File: config.mk
export PLATFORM = sky130hd
export DESIGN_NAME = rr_arb4_flat
export DESIGN_NICKNAME = d
export VERILOG_FILES = /design/src/rtl/rr_arb4_pkg.sv /design/src/rtl/rr_arb4_if.sv /design/src/rtl/mux2s.sv /design/src/rtl/rr_arb4.sv /design/src/flat_wrapper.sv
export SDC_FILE = /design/constraint.sdc
export NUM_CORES = 1
export LEC_CHECK = 0
export CAP_MARGIN = 0
export CORE_MARGIN = 5
export CORE_UTILIZATION = 38
export CTS_CLUSTER_DIAMETER = 120
export DETAILED_ROUTE_END_ITERATION = 8
export PLACE_DENSITY = 0.88
export SYNTH_ARGS = -nofsm -noshare
export SYNTH_HDL_FRONTEND = slang
export SYNTH_SLANG_ARGS = --single-unit
File: constraint.sdc
create_clock -name clk -period 3.18 [get_ports clk]
set_clock_uncertainty 0.05 [all_clocks]
set_input_delay 0.636 -clock clk [delete_from_list [all_inputs] [get_ports clk]]
set_output_delay 0.636 -clock clk [all_outputs]
set_load 0.02 [all_outputs]
File: src/rtl/rr_arb4_pkg.sv
// rr_arb4 shared constants and types.
// Channel count, select width and output slot state.
package rr_arb4_pkg;
  localparam int NCH  = 4;
  localparam int SELW = 2;

  typedef enum logic {
    EMPTY = 1'b0,
    FULL  = 1'b1
  } slot_t;
endpackage

File: src/rtl/rr_arb4_if.sv
// rr_arb4 port bundle: requester side plus the
// registered valid/ready output slot.
interface rr_arb4_if #(
  parameter int w = 4
);
  import rr_arb4_pkg::*;

  logic [NCH-1:0]  req;
  logic [w-1:0]    d0;
  logic [w-1:0]    d1;
  logic [w-1:0]    d2;
  logic [w-1:0]    d3;
  logic [NCH-1:0]  ack;
  logic [SELW-1:0] s;
  logic [w-1:0]    o;
  logic [SELW-1:0] src;
  logic            ov;
  logic            ordy;

  modport master (
    input  req, d0, d1, d2, d3, ordy,
    output ack, s, o, src, ov
  );

  modport slave (
    output req, d0, d1, d2, d3, ordy,
    input  ack, s, o, src, ov
  );
endinterface

File: src/rtl/mux2s.sv
// 4:1 word select driven by a 2-bit index.
// Pure combinational datapath.
module mux2s #(
  parameter int w = 4
) (
  input  logic [1:0]   s,
  input  logic [w-1:0] d0,
  input  logic [w-1:0] d1,
  input  logic [w-1:0] d2,
  input  logic [w-1:0] d3,
  output logic [w-1:0] y
);
  always_comb begin
    y = d0;
    unique case (s)
      2'd0: y = d0;
      2'd1: y = d1;
      2'd2: y = d2;
      2'd3: y = d3;
    endcase
  end
endmodule

File: src/rtl/rr_arb4.sv
// Four-channel round-robin arbiter feeding a
// single registered valid/ready output slot.
module rr_arb4
  import rr_arb4_pkg::*;
#(
  parameter int w = 4
) (
  input  logic      clk,
  input  logic      rst_n,
  rr_arb4_if.master bus
);
  logic [SELW-1:0] p_q;
  logic [SELW-1:0] p_d;
  logic [SELW-1:0] src_q;
  logic [SELW-1:0] src_d;
  logic [w-1:0]    o_q;
  logic [w-1:0]    o_d;
  slot_t           slot_q;
  slot_t           slot_d;

  logic [SELW-1:0] win;
  logic [SELW-1:0] idx;
  logic            found;
  logic            any_req;
  logic            load;
  logic [NCH-1:0]  ack;
  logic [w-1:0]    mux_y;

  // Rotating priority search starting at the pointer.
  always_comb begin
    win   = p_q;
    idx   = p_q;
    found = 1'b0;
    for (int k = 0; k < NCH; k++) begin
      idx = p_q + SELW'(k);
      if (!found && bus.req[idx]) begin
        win   = idx;
        found = 1'b1;
      end
    end
  end

  always_ff @(posedge clk or negedge rst_n) begin
    if (!rst_n) begin
      p_q <= '0;
    end else begin
      p_q <= p_d;
    end
  end

  assign any_req = |bus.req;
  assign load    = rst_n && (slot_q == EMPTY || bus.ordy)
                   && any_req;
  assign ack     = load ? (NCH'(1) << win) : '0;

  mux2s #(.w(w)) u_mux (
    .s  (win),
    .d0 (bus.d0),
    .d1 (bus.d1),
    .d2 (bus.d2),
    .d3 (bus.d3),
    .y  (mux_y)
  );

  always_comb begin
    slot_d = slot_q;
    o_d    = o_q;
    src_d  = src_q;
    p_d    = p_q;
    if (load) begin
      slot_d = FULL;
      o_d    = mux_y;
      src_d  = win;
      p_d    = win + SELW'(1);
    end else if (slot_q == FULL && bus.ordy) begin
      slot_d = EMPTY;
    end
  end

  always_ff @(posedge clk or negedge rst_n) begin
    if (!rst_n) begin
      slot_q <= EMPTY;
      o_q    <= '0;
      src_q  <= '0;
    end else begin
      slot_q <= slot_d;
      o_q    <= o_d;
      src_q  <= src_d;
    end
  end

  assign bus.ack = ack;
  assign bus.s   = win;
  assign bus.o   = o_q;
  assign bus.src = src_q;
  assign bus.ov  = (slot_q == FULL);
endmodule

File: src/flat_wrapper.sv
// flat-port wrapper written by rule: the top's interface ports become plain ports
module rr_arb4_flat import rr_arb4_pkg::*;
#(
  parameter int w = 4
)
  (clk, rst_n, bus_req, bus_d0, bus_d1, bus_d2, bus_d3, bus_ordy, bus_ack, bus_s, bus_o, bus_src, bus_ov);
  rr_arb4_if #(.w(w)) bus_i ();
  input  logic clk;
  input  logic rst_n;
  input wire logic [$bits(bus_i.req)-1:0] bus_req;
  input wire logic [$bits(bus_i.d0)-1:0] bus_d0;
  input wire logic [$bits(bus_i.d1)-1:0] bus_d1;
  input wire logic [$bits(bus_i.d2)-1:0] bus_d2;
  input wire logic [$bits(bus_i.d3)-1:0] bus_d3;
  input wire logic [$bits(bus_i.ordy)-1:0] bus_ordy;
  output wire logic [$bits(bus_i.ack)-1:0] bus_ack;
  output wire logic [$bits(bus_i.s)-1:0] bus_s;
  output wire logic [$bits(bus_i.o)-1:0] bus_o;
  output wire logic [$bits(bus_i.src)-1:0] bus_src;
  output wire logic [$bits(bus_i.ov)-1:0] bus_ov;
  assign bus_i.req = bus_req;
  assign bus_i.d0 = bus_d0;
  assign bus_i.d1 = bus_d1;
  assign bus_i.d2 = bus_d2;
  assign bus_i.d3 = bus_d3;
  assign bus_i.ordy = bus_ordy;
  assign bus_ack = bus_i.ack;
  assign bus_s = bus_i.s;
  assign bus_o = bus_i.o;
  assign bus_src = bus_i.src;
  assign bus_ov = bus_i.ov;
  rr_arb4 #(.w(w)) u_core (.clk(clk), .rst_n(rst_n), .bus(bus_i));
endmodule
After elaboration in Yosys (flattened, before gate mapping)
Cells that the tools add are included.
- flip-flop bits (word level): 9
- input bits: 23
- output and inout port bits: 13
- multiplexer cells: 18
- shifts and indexed selects: 1
- reduce and logical (&&, ||, !) cells: 13
- bitwise logic cells: 1
- $lt $le $gt $ge: 4
- equality and inequality tests: 3
- add/sub/neg operators: 4
- operators with widths (cell ; count):
    4-bit one-hot mux with 4 select lines ; 1
    2-bit by 3-bit less-than comparator with 1-bit output (second input constant) ; 4
    1-bit two-way mux ; 9
    1-bit binary-select mux with 2-bit select ; 4
    1-bit logical AND ; 6
    2-bit two-way mux ; 3
    2-bit by 1-bit adder with 2-bit output (second input constant) ; 2
    2-bit adder (second input constant) ; 2
    2-bit equality test (second input constant) ; 2
    4-bit two-way mux ; 1
    4-bit OR reduction ; 1
    1-bit by 2-bit left shift with 4-bit output (first input constant) ; 1
    1-bit logical NOT ; 3
    2-bit by 1-bit equality test with 1-bit output (second input constant) ; 1
    2-bit logical NOT ; 1
    2-bit nonzero test ; 1
    1-bit logical OR ; 1
    1-bit NOT ; 1

Depth between registers and ports, before layout
- word-level depth: 14
- depth in mapped cells: 7

Cells and area by module
A second synthesis with hierarchy kept.
- cell total of the unflattened synthesis: 59
- area, all modules: 656.9 sq um
- by module, submodules not included (module ; seq. area each (sq um) ; instances ; area an instance (sq um) ; cells an instance):
    rr_arb4 ; 225.2 ; 1 ; 551.8 ; 55
    mux2s ; 0.0 ; 1 ; 105.1 ; 4

Least setup slack after synthesis
OpenSTA, ideal clock, no wires.
- kind: input to output
- start: in bus_req[0]
- end: out bus_ack[2]
- data required time: 2.494 ns
- data arrival time: 2.019 ns
- stages on the path: 5
- path slack: 0.475 ns
- cell sequence: and2b_1 -> or4_4 -> nand2_1 -> ha_1 -> and3_1
- word-level cells in the longest chain between the ends: 14
- elaborated cells on any way between the ends: 24
- ends and longest elaborated chain (what ; RTL line ; RTL):
    start, declared ; flat_wrapper.sv:10 ; input wire logic [$bits(bus_i.req)-1:0] bus_req;
    1-bit binary-select mux with 2-bit select ; rr_arb4.sv:36 ; if (!found && bus.req[idx]) begin
    1-bit two-way mux (implied by the code) ; rr_arb4.sv:36 ;
    1-bit two-way mux ; rr_arb4.sv:36 ;
    1-bit logical NOT ; rr_arb4.sv:36 ;
    1-bit logical AND ; rr_arb4.sv:36 ;
    1-bit two-way mux ; rr_arb4.sv:36 ;
    1-bit logical NOT ; rr_arb4.sv:36 ;
    1-bit logical AND ; rr_arb4.sv:36 ;
    1-bit two-way mux ; rr_arb4.sv:36 ;
    1-bit logical NOT ; rr_arb4.sv:36 ;
    1-bit logical AND ; rr_arb4.sv:36 ;
    2-bit two-way mux * ; rr_arb4.sv:36 ;
    via bus_s[1] ; flat_wrapper.sv:17 ; output wire logic [$bits(bus_i.s)-1:0] bus_s;
    1-bit by 2-bit left shift with 4-bit output * ; rr_arb4.sv:54 ; assign ack = load ? (NCH'(1) << win) : '0;
    4-bit two-way mux * ; rr_arb4.sv:54 ;
    end, declared ; flat_wrapper.sv:16 ; output wire logic [$bits(bus_i.ack)-1:0] bus_ack;
The timed path passes the listed nets; every way through them passes the cells marked *. The select of a mux whose other input is x is not followed.

Final worst setup path
- start: in bus_req[2]
- end: out bus_ack[2]
- word-level cells in the longest chain between the ends: 14
- elaborated cells on any way between the ends: 24
- ends and longest elaborated chain (what ; RTL line):
    1-bit binary-select mux with 2-bit select ; rr_arb4.sv:36
    1-bit two-way mux (implied by the code) ; rr_arb4.sv:36
    1-bit two-way mux ; rr_arb4.sv:36
    1-bit logical NOT ; rr_arb4.sv:36
    1-bit logical AND ; rr_arb4.sv:36
    1-bit two-way mux ; rr_arb4.sv:36
    1-bit logical NOT ; rr_arb4.sv:36
    1-bit logical AND ; rr_arb4.sv:36
    1-bit two-way mux ; rr_arb4.sv:36
    1-bit logical NOT ; rr_arb4.sv:36
    1-bit logical AND ; rr_arb4.sv:36
    2-bit two-way mux ; rr_arb4.sv:36
    1-bit by 2-bit left shift with 4-bit output ; rr_arb4.sv:54
    4-bit two-way mux * ; rr_arb4.sv:54
Every way passes the cells marked *; elsewhere a longest branch is shown, timed or not. The select of a mux whose other input is x is not followed.

==> metrics.md <==
| Metric | Value |
|---|---|
| Post-synth EDFFs | `0` |
| Num CTS Buffers | `3` |
| Final Hold Fails | `0` |
| Critical path class | `input port to output port` |
| Dominant synthesized flop cell | `dfrtp_1` |
| Area grow syn2layout | `81.6%` |
| CTS root buf | `clkbuf_4` |
| Worst min-delay path category | `register to register` |
| Final setup violation count | `0` |
| DR vias | `785` |
| Area after DPL | `1190 µm²` |
| Grt ovf | `0` |
| Row count | `15` |
| Critical Path RT | `2.49 ns` |
| Fin util | `72.1%` |
| H-tree levels | `1` |
| DR iter-0 viols | `30` |
| LEAKAGE | `0.000604 µW` |
| Commonest cells post-synth | `dfrtp_1 (9), and3_1 (5), ha_1 (5)` |
| First-pass GRT wire length | `3460 µm` |
| Share of post-route cells with drive strength above 1 | `32.3%` |
| Max Buffers Root-to-Sink | `2` |
| CP Launch Type | `input port` |
| Final slew viol count | `0` |
| Vias in the first global route | `810` |
| Yosys cell types | `32` |
| Antenna Cells | `0` |
| GP Congestion | `0.886` |
| Wire length per cell | `16.3 µm` |
| Fmax | `322 MHz` |
| Crit path max-delay cell type | `clkdlybuf4s50_1` |
| Vias/cell | `5.27` |
| Worst-Skew Late Latency | `0.26 ns` |
| Ys Warns | `0` |
| Cells after synthesis | `66` |
| CP endpoint kind | `output port` |
| Die height | `52.5 µm` |
| CTS tree | `done` |
| CTS Hold Buffers Added | `0` |
| Worst Tran Pin Value | `0.380 ns` |
| TritonRoute pass-1 iters | `7` |
| Crit-path cells | `clkdlybuf4s50_1 > buf_4 > a21boi_0 > o21bai_1 > nand3_2 > ha_1 > and3_1 > clkdlybuf4s15_2` |
| Slew HR | `74.6%` |
| Final nets | `153` |
| Register bit count reported by yosys | `9` |
| # DRC | `0` |
| Area leader, netlist | `dfrtp_1` |
| Chip width | `52.5 µm` |
| Syn Nets | `94` |
| Final non-filler cell area | `1240 µm²` |
| Starting density of the core | `39.7%` |
| Cell Area, Synth | `686 µm²` |
| Worst Path Max Fanout | `4` |
| Pwr Density | `646 nW/µm²` |
| Worst hold slack | `0.449 ns` |
| Total wire length | `2420 µm` |
| Die ar. | `2750 µm²` |
| CP arrival | `2.42 ns` |
| # port buffers | `35` |
| CP max stage delay | `0.43 ns` |
| Post-synth top area share | `32.8%` |
| Maximum VDD drop | `0.000436 V` |
| FFs w/ async S/R, synth | `100%` |
| Sink Count | `9` |
| Sequential fraction of the synthesis area | `32.8%` |
| Gr usage total | `16.9%` |
| Largest net degree at the start of global routing | `11` |
| Max Cap Viol | `0` |
| Min cycle time layout | `3.11 ns` |
| Status | `finished, final reports clean` |
| Cell with the most instances after synthesis | `dfrtp_1` |
| Period utilization | `97.7%` |
| Syn Area/Cell | `10.4 µm²` |
| Clk pin slew, worst setup/hold paths | `0.07 ns` |
| Final HPWL DP | `1860 µm` |
| Final TNS setup | `0 ns` |
| Core area | `1730 µm²` |
| Ports | `36` |
| Top post-synthesis cells by area | `dfrtp_1 (33%), ha_1 (9.1%), a222oi_1 (5.8%)` |
| Antenna Nets Post-Route | `0` |
| Initial antenna violation count | `0` |
==> worst max-delay path, delay by kind of cell <==
family          cells  cell delay (ns)
compound gates      2             0.40
simple gates        2             0.31
fa+ha+maj           1             0.22
buf+inv             3             0.85
==> flip-flops by register name, indices dropped and copies added (netlist names) <==
name / cells
u_core.bus.ov: 1
u_core.p_q: 2
u_core.bus.o: 4
u_core.bus.src: 2
==> metal layers <==
layer	GRT usage, %	up-vias	part of all wire (%)
li1	-	373	-
met1	18.2	375	37
met2	32.9	33	54
met3	2.85	4	7.9
met4	5.11	0	0.87
met5	0	-	0
==> power by group <==
part,switching [µW],leakage [µW],internal [µW]
clock network,41.6,0.0000177,46.4
logic,240,0.000480,283
registers,34.8,0.000107,159
total,316,0.000604,488
==> cells by family after synthesis <==
kind of cell / after synthesis / synth area share (%)
multiplexers: 8 / 12.4
buffers and inverters: 5 / 2.74
AND/OR/NAND/NOR: 20 / 18.4
AO/OA/AOI/OAI: 19 / 24.5
flip-flops: 9 / 32.8
adder cells (fa/ha/maj): 5 / 9.12
==> layout by cell type (no fill, tap or decap), types with 2 or more instances in the layout <==
master / instances
a222oi_1: 4
a21boi_0: 2
dlygate4sd2_1: 3
dfrtp_1: 9
buf_2: 3
inv_1: 4
ha_1: 5
clkbuf_4: 3
a21oi_1: 2
clkdlybuf4s50_1: 27
mux2_2: 3
buf_4: 19
nor2b_1: 3
and3_1: 4
o21ai_1: 2
mux2i_1: 4
o21bai_1: 2
==> worst paths after layout <==
kind | startpoint | to | slack, ns | cells after the start
worst min-delay path | u_core.bus.o[2] | u_core.bus.o[2] | 0.45 | 1
max in group asynchronous | rst_n | u_core.bus.ov | 2.29 | 2
worst min register to register | u_core.bus.o[2] | u_core.bus.o[2] | 0.45 | 1
worst max register to register | u_core.p_q[0] | u_core.bus.o[0] | 0.55 | 8
min in group asynchronous | rst_n | u_core.bus.src[0] | 0.64 | 2
worst max-delay path | bus_req[2] | bus_ack[2] | 0.07 | 8
==> stage by stage <==
| step | total power, µW | setup WS, ns | std cells |
|---|---|---|---|
| CTS | 779 | 0.00307 | 146 |
| finish | 804 | 0.0743 | 149 |
| floorplan | 433 | 0.475 | 66 |
| global route | 859 | -0.0507 | 149 |
| global placement | 671 | -0.301 | 142 |
| detailed placement | 691 | -0.449 | 142 |
==> area by class of cell <==
type | count | area (µm²)
Clock inverter | 1 | 5.00
Timing Repair Buffer | 55 | 489
Tap cell | 25 | 31.3
Multi-Input combinational cell | 52 | 457
Fill cell | 125 | 482
Clock buffer | 3 | 22.5
Sequential cell | 9 | 225
Inverter | 4 | 15.0
==> timing repair <==
item                       in CTS  in global routing
buffers inserted                0                  3
gates resized for setup        19                  6
pin swaps                       0                  3
cloned                          0                  0
setup endpoints to repair       6                  3
(Power assumes the default switching activity.)
